--- src/rtl/flicky_pkg.sv ---
// Shared types and constants for the chip-ROM arbiter.
package flicky_pkg;

    typedef enum logic [1:0] {
        IDLE  = 2'd0,
        ISSUE = 2'd1,
        DONE  = 2'd2
    } state_e;

    // Requester IDs, also used as the round-robin pointer and grant encoding.
    localparam logic REQ_SPR = 1'b0;
    localparam logic REQ_BG  = 1'b1;

    localparam int unsigned FLICKY_AW = 15;
    localparam int unsigned FLICKY_DW = 8;

endpackage

--- src/rtl/flicky_arb_slot.sv ---
// Per-requester slot: address latch, one-entry last-address cache and ack/dt output registers.
module flicky_arb_slot
    import flicky_pkg::*;
#(
    parameter int unsigned AW       = FLICKY_AW,
    parameter int unsigned DW       = FLICKY_DW,
    parameter int unsigned CACHE_EN = 1
) (
    input  logic          clk_i,
    input  logic          rst_i,
    input  logic [AW-1:0] ad_i,
    input  logic          lat_i,       // slot granted this cycle
    input  logic          hit_done_i,  // granted and cache hit
    input  logic          fill_i,      // ROM data returned for this slot
    input  logic          tmo_i,       // ROM read for this slot timed out
    input  logic [DW-1:0] fill_dt_i,
    output logic          hit_o,
    output logic          ack_o,
    output logic [DW-1:0] dt_o
);

    logic [AW-1:0] adr_q;
    logic [AW-1:0] tag_q;
    logic          valid_q;
    logic [DW-1:0] cache_q;
    logic          ack_q;
    logic [DW-1:0] dt_q;

    // Full-width compare of the presented address against the cached tag.
    assign hit_o = (CACHE_EN != 0) && valid_q && (ad_i == tag_q);

    // Address latch, cache fill and ack/data output registers.
    always_ff @(posedge clk_i) begin
        if (rst_i) begin
            adr_q   <= '0;
            tag_q   <= '0;
            valid_q <= 1'b0;
            cache_q <= '0;
            ack_q   <= 1'b0;
            dt_q    <= '0;
        end else begin
            ack_q <= hit_done_i | fill_i | tmo_i;
            if (lat_i) begin
                adr_q <= ad_i;
            end
            if (hit_done_i) begin
                dt_q <= cache_q;
            end
            if (fill_i) begin
                dt_q    <= fill_dt_i;
                cache_q <= fill_dt_i;
                tag_q   <= adr_q;
                valid_q <= 1'b1;
            end
            // Timed-out read returns a transparent pixel; cache left as it was.
            if (tmo_i) begin
                dt_q <= '0;
            end
        end
    end

    assign ack_o = ack_q;
    assign dt_o  = dt_q;

endmodule

--- src/rtl/flicky_chiprom_arb.sv ---
// Two-requester chip-ROM read arbiter: sprite priority in active display, round-robin in H-blank.
module flicky_chiprom_arb
    import flicky_pkg::*;
#(
    parameter int unsigned AW       = FLICKY_AW,
    parameter int unsigned DW       = FLICKY_DW,
    parameter int unsigned TIMEOUT  = 15,
    parameter int unsigned CACHE_EN = 1
) (
    input  logic          VCLKx4,
    input  logic          RESET,
    input  logic          HB,
    input  logic          spr_req,
    input  logic [AW-1:0] spr_ad,
    output logic          spr_ack,
    output logic [DW-1:0] spr_dt,
    input  logic          bg_req,
    input  logic [AW-1:0] bg_ad,
    output logic          bg_ack,
    output logic [DW-1:0] bg_dt,
    output logic          rom_req,
    output logic [AW-1:0] rom_ad,
    input  logic          rom_ack,
    input  logic [DW-1:0] rom_dt,
    output logic          err
);

    localparam int unsigned CNT_W = $clog2(TIMEOUT + 1);

    state_e        state_q;
    logic          rr_q;
    logic          gnt_q;
    logic [CNT_W-1:0] cnt_q;
    logic          rom_req_q;
    logic [AW-1:0] rom_ad_q;
    logic          err_q;

    logic          any_req;
    logic          win;
    logic [AW-1:0] win_ad;
    logic          win_hit;
    logic          spr_hit;
    logic          bg_hit;
    logic          grant;
    logic          fill;
    logic          tmo;

    // Winner selection for a grant made in IDLE.
    always_comb begin
        any_req = spr_req | bg_req;
        if (spr_req && bg_req) begin
            win = HB ? rr_q : REQ_SPR;
        end else begin
            win = spr_req ? REQ_SPR : REQ_BG;
        end
        win_ad  = (win == REQ_BG) ? bg_ad : spr_ad;
        win_hit = (win == REQ_BG) ? bg_hit : spr_hit;
    end

    assign grant = (state_q == IDLE) && any_req;
    assign fill  = (state_q == ISSUE) && rom_ack;
    // rom_ack has precedence over a timeout in the same cycle.
    assign tmo   = (state_q == ISSUE) && !rom_ack && (cnt_q == CNT_W'(TIMEOUT - 1));

    flicky_arb_slot #(
        .AW      (AW),
        .DW      (DW),
        .CACHE_EN(CACHE_EN)
    ) u_slot_spr (
        .clk_i     (VCLKx4),
        .rst_i     (RESET),
        .ad_i      (spr_ad),
        .lat_i     (grant && (win == REQ_SPR)),
        .hit_done_i(grant && (win == REQ_SPR) && win_hit),
        .fill_i    (fill && (gnt_q == REQ_SPR)),
        .tmo_i     (tmo && (gnt_q == REQ_SPR)),
        .fill_dt_i (rom_dt),
        .hit_o     (spr_hit),
        .ack_o     (spr_ack),
        .dt_o      (spr_dt)
    );

    flicky_arb_slot #(
        .AW      (AW),
        .DW      (DW),
        .CACHE_EN(CACHE_EN)
    ) u_slot_bg (
        .clk_i     (VCLKx4),
        .rst_i     (RESET),
        .ad_i      (bg_ad),
        .lat_i     (grant && (win == REQ_BG)),
        .hit_done_i(grant && (win == REQ_BG) && win_hit),
        .fill_i    (fill && (gnt_q == REQ_BG)),
        .tmo_i     (tmo && (gnt_q == REQ_BG)),
        .fill_dt_i (rom_dt),
        .hit_o     (bg_hit),
        .ack_o     (bg_ack),
        .dt_o      (bg_dt)
    );

    // Arbitration FSM with round-robin pointer, timeout counter and registered ROM port.
    always_ff @(posedge VCLKx4) begin
        if (RESET) begin
            state_q   <= IDLE;
            rr_q      <= REQ_SPR;
            gnt_q     <= REQ_SPR;
            cnt_q     <= '0;
            rom_req_q <= 1'b0;
            rom_ad_q  <= '0;
            err_q     <= 1'b0;
        end else begin
            case (state_q)
                IDLE: begin
                    if (any_req) begin
                        gnt_q <= win;
                        rr_q  <= ~win;
                        cnt_q <= '0;
                        if (win_hit) begin
                            state_q <= DONE;
                        end else begin
                            state_q   <= ISSUE;
                            rom_req_q <= 1'b1;
                            rom_ad_q  <= win_ad;
                        end
                    end
                end
                ISSUE: begin
                    if (rom_ack) begin
                        rom_req_q <= 1'b0;
                        cnt_q     <= '0;
                        state_q   <= DONE;
                    end else if (tmo) begin
                        rom_req_q <= 1'b0;
                        err_q     <= 1'b1;
                        cnt_q     <= '0;
                        state_q   <= DONE;
                    end else begin
                        cnt_q <= cnt_q + CNT_W'(1);
                    end
                end
                DONE: begin
                    state_q <= IDLE;
                end
                default: begin
                    state_q <= IDLE;
                end
            endcase
        end
    end

    assign rom_req = rom_req_q;
    assign rom_ad  = rom_ad_q;
    assign err     = err_q;

endmodule
--- config.mk ---
export PLATFORM = sky130hd
export DESIGN_NAME = flicky_chiprom_arb
export DESIGN_NICKNAME = d
export VERILOG_FILES = /design/src/rtl/flicky_pkg.sv /design/src/rtl/flicky_arb_slot.sv /design/src/rtl/flicky_chiprom_arb.sv
export SDC_FILE = /design/constraint.sdc
export NUM_CORES = 1
export LEC_CHECK = 0
export ABC_AREA = 1
export CAP_MARGIN = 10
export CORE_MARGIN = 2
export CORE_UTILIZATION = 54
export DETAILED_ROUTE_END_ITERATION = 7
export PLACE_DENSITY = 0.85
export SYNTH_ARGS = -nofsm -noshare
export SYNTH_HDL_FRONTEND = slang
export SYNTH_SLANG_ARGS = --single-unit
--- constraint.sdc ---
create_clock -name VCLKx4 -period 1.85 [get_ports VCLKx4]
set_clock_uncertainty 0.05 [all_clocks]
set_input_delay 0.185 -clock VCLKx4 [delete_from_list [all_inputs] [get_ports VCLKx4]]
set_output_delay 0.185 -clock VCLKx4 [all_outputs]
set_load 0.01 [all_outputs]
==> results.sh <==
export IMPL_pin_count=79
export IMPL_fin_crit_sh_pct=93.5
export IMPL_path_clk_slew_ns=0.06
export IMPL_place_congestion=0.883
export IMPL_seqPwrFrac_pct=38.5
export IMPL_numCtsBuffers=17
export IMPL_synth_nets=739
export IMPL_grt_use_total_pct=29.8
export IMPL_max_vdd_ir_drop_mv=0.665
export IMPL_critical_path_class="register to register"
export IMPL_synthMuxAreaShare_pct=2.55
export IMPL_fin_crit_ns=1.73
export IMPL_maxCapViolations=0
export IMPL_p_sw_share_pct=26.8
export IMPL_synth_compound_area_share_pct=15.4
export IMPL_yosys_area_share_simple_pct=23.4
export IMPL_required_ns=2.21
export IMPL_yosys_warnings=0
export IMPL_synthTopCellsByCount="150 x nand2_1, 121 x dfxtp_1, 91 x nor2_1"
export IMPL_cp_slowest_cell="dfxtp_1"
export IMPL_clock_sinks=121
export IMPL_clock_power_share_pct=46.7
export IMPL_die_h_um=101
export IMPL_r2r_start="cnt_q[0]$_SDFFE_PP0P_"
export IMPL_ys_seq_area_share_pct=47.5
export IMPL_tns_ns=0
export IMPL_holdPathEnd="u_slot_spr.adr_q[9]$_SDFFE_PP0N_"
export IMPL_vias=5195
export IMPL_ys_ff_latch=121
export IMPL_ys_types=29
export IMPL_die_area_mm2=0.0102
export IMPL_cts_setup_buffers=0
export IMPL_multi_input_area_mm2=0.00224
export IMPL_drc=0
export IMPL_critPathArrivalTime_ns=2.09
export IMPL_hpwl_um=9950
export IMPL_core_area_mm2=0.00920
export IMPL_syn_inst=693
export IMPL_nets=871
export IMPL_synthXorXnorAreaFrac_pct=1.37
export IMPL_rrSetupSlack_ns=0.12
export IMPL_startpoint_type="register"
export IMPL_crit_family="simple AND/OR/NAND/NOR gates"
export IMPL_layout_drive_gt1_share_pct=14.3
export IMPL_chipWidth_um=101
export IMPL_synthFlopType="dfxtp_1"
export IMPL_ctsHtreeMaxLevel=4
export IMPL_synth_area_mm2=0.00510
export IMPL_powerDensity_mw_per_mm2=1070
export IMPL_grt_pass1_wl_um=23600
export IMPL_grt_pass1_vias=5114
export IMPL_start_util_pct=55.4
export IMPL_r2r_cells=9
export IMPL_fillers=612
export IMPL_avgSynthCellArea_um2=7.36
export IMPL_io_buffers=78
export IMPL_cts_buffer_depth=2
export IMPL_setup_viol=0
export IMPL_reg2reg_to="u_slot_spr.dt_o[1]$_SDFFE_PP0P_"
export IMPL_grt_ovfl_total=0
export IMPL_regArea_mm2=0.00242
export IMPL_endpoint_kind="register"
export IMPL_worst_slew_pin_slew_ns=0.735
export IMPL_synth_top_area_cell="dfxtp_1"
export IMPL_crit_buf_inv=3
export IMPL_insertion_delay_ns=0.53
export IMPL_yosysMostFrequentCell="nand2_1"
export IMPL_antenna_left=0
export IMPL_synth_area_top_cells="dfxtp_1 48%, nand2_1 11%, a21oi_1 6.8%, nor2_1 6.7%, o21ai_0 6.4%"
export IMPL_comb_power_share_pct=14.8
export IMPL_synth_top_family_by_area="simple AND/OR/NAND/NOR gates"
export IMPL_rsz0062_at_grt="false"
export IMPL_power_mw=7.52
export IMPL_async_flop_share_pct=0
export IMPL_rows=35
export IMPL_n_antenna_cell=0
export IMPL_vias_per_cell=5.47
export IMPL_cts_tree="done"
export IMPL_relSlewSlack_pct=51.0
export IMPL_fmax_mhz=578
export IMPL_max_stage_delay_ns=0.33
export IMPL_synthAdderAreaFrac_pct=0.491
export IMPL_p_int_mw=5.51
export IMPL_drtIter0Drc=336
export IMPL_drv_slew=0
export IMPL_crit_chain="inv_1 > ha_1 > nand3_1 > nor3_2 > inv_1 > o21ai_1 > inv_1 > nand2_1 > nor2_1"
export IMPL_hold_viol=0
export IMPL_min_path_cells=3
export IMPL_hold_class="input port to register"
export IMPL_path_depth=9
export IMPL_crit_top_cell="inv_1"
export IMPL_first_pass_iters=6
export IMPL_wl_per_cell_um=15.8
export IMPL_switchingPower_mw=2.01
export IMPL_area_delta_synth_final_pct=38.2
export IMPL_synth_edf_count=0
export IMPL_yosysTopAreaCellShare_pct=47.5
export IMPL_postRouteWirelength_um=15000
export IMPL_antenna_found_initial=0
export IMPL_worstHoldStart="spr_ad[9]"
export IMPL_grt_max_degree=64
export IMPL_status="completed"
export IMPL_cts_root_buffer="clkbuf_8"
export IMPL_worstPathMaxFanout=7
export IMPL_leakage_nw=3.07
==> flip-flops by register name, summed over array words and instances (netlist names), 2 cells and up <==
register / count
u_slot_bg.cache_q: 8
u_slot_spr.adr_q: 15
u_slot_bg.adr_q: 15
u_slot_bg.dt_o: 8
state_q: 2
u_slot_spr.tag_q: 15
u_slot_spr.cache_q: 8
u_slot_bg.tag_q: 15
u_slot_spr.dt_o: 8
cnt_q: 4
rom_ad: 15
==> cell usage in the layout (no fill, tap or decap), types with 2 or more instances in the layout <==
master,synthesis,routed
a21oi_1,69,69
xnor2_1,5,5
clkbuf_16,0,16
nor3_1,4,2
nor2_1,91,90
nand2_8,0,2
inv_1,80,80
mux2i_1,13,13
clkinv_4,0,5
ha_1,2,2
inv_6,0,3
or2_2,2,2
buf_12,0,2
clkinvlp_4,0,2
nand2_4,6,4
xor2_1,3,3
a211oi_1,12,12
clkdlybuf4s50_1,0,77
o21ai_0,65,63
bufinv_16,0,4
nor3_2,1,3
buf_4,2,63
nand3_2,2,2
inv_4,2,2
nand2_1,150,150
nand2_2,2,2
nand3_1,26,26
dfxtp_1,121,121
==> final cells by class <==
| class | instances | area share, % |
|---|---|---|
| Multi-Input combinational cell | 458 | 31.8 |
| Inverter | 83 | 4.49 |
| Timing Repair Buffer | 144 | 18.4 |
| Clock buffer | 17 | 5.88 |
| Sequential cell | 121 | 34.4 |
| Tap cell | 111 | 1.97 |
| Clock inverter | 15 | 3.07 |
==> worst max path at each step <==
stage | slack (ns) | from | end
3_3_place_gp | -0.23 | bg_ad[10] | u_slot_spr.dt_o[5]$_SDFFE_PP0P_
6_report | 0.12 | cnt_q[0]$_SDFFE_PP0P_ | u_slot_spr.dt_o[1]$_SDFFE_PP0P_
3_5_place_dp | -0.29 | bg_ad[10] | u_slot_spr.dt_o[3]$_SDFFE_PP0P_
5_1_grt | 0.01 | u_slot_bg.tag_q[10]$_SDFFE_PP0P_ | u_slot_bg.dt_o[0]$_SDFFE_PP0P_
2_1_floorplan | 0.27 | cnt_q[0]$_SDFFE_PP0P_ | u_slot_spr.dt_o[1]$_SDFFE_PP0P_
4_1_cts | 0.09 | cnt_q[0]$_SDFFE_PP0P_ | u_slot_spr.dt_o[1]$_SDFFE_PP0P_
==> through the flow <==
stage                     utilization [%]  cell area (um^2)  setup WS, ns  hold slack [ns]  instances
after floorplan                         -              5100         0.274            0.284        693
after global placement               69.3              6370        -0.232            0.383        916
after detailed placement             69.3              6370        -0.288            0.397        916
after CTS                            76.2              7010        0.0868            0.195        949
after global routing                 76.6              7050        0.0130            0.207        949
final                                76.6              7050         0.121            0.219        949
==> power groups by stage <==
stage | registers, mW | logic, mW | clock network, mW
finish | 2.90 | 1.11 | 3.51
global route | 2.91 | 1.20 | 3.66
CTS | 2.89 | 1.08 | 3.52
detailed placement | 2.94 | 1.06 | 0
global placement | 2.93 | 1.01 | 0
floorplan | 2.95 | 0.555 | 0
==> repair_timing <==
item / in CTS / in global routing
hold buffers: 1 / 0
cloned: 0 / 0
setup endpoints to repair: 1 / 13
endpoints found under the hold margin: 3 / 0
resized for setup: 2 / 6
==> per-layer routing <==
| layer | part of all wire (%) | wire (um) | track usage (%) | vias to the layer above |
|---|---|---|---|---|
| met5 | 0 | 0 | 0 | - |
| met4 | 2.8 | 427 | 14.8 | 0 |
| met3 | 7.1 | 1070 | 6.49 | 55 |
| met2 | 51 | 7610 | 52.1 | 272 |
| met1 | 39 | 5880 | 34.3 | 2401 |
| li1 | - | - | - | 2467 |
==> worst min-delay path, delay by kind of cell <==
kind / cells / cell delay, ns
simple gates: 1 / 0.08
compound gates: 1 / 0.05
buf+inv: 1 / 0.43
==> logic make-up (layout without fill, tap and decap cells) <==
logic type | Yosys count | count (layout)
AO/OA/AOI/OAI | 149 | 149
flip-flops | 121 | 121
buffers and inverters | 114 | 259
AND/OR/NAND/NOR | 286 | 286
adder cells (fa/ha/maj) | 2 | 2
multiplexers | 13 | 13
XOR/XNOR | 8 | 8
No activity file was read; power rests on OpenSTA's default activity.
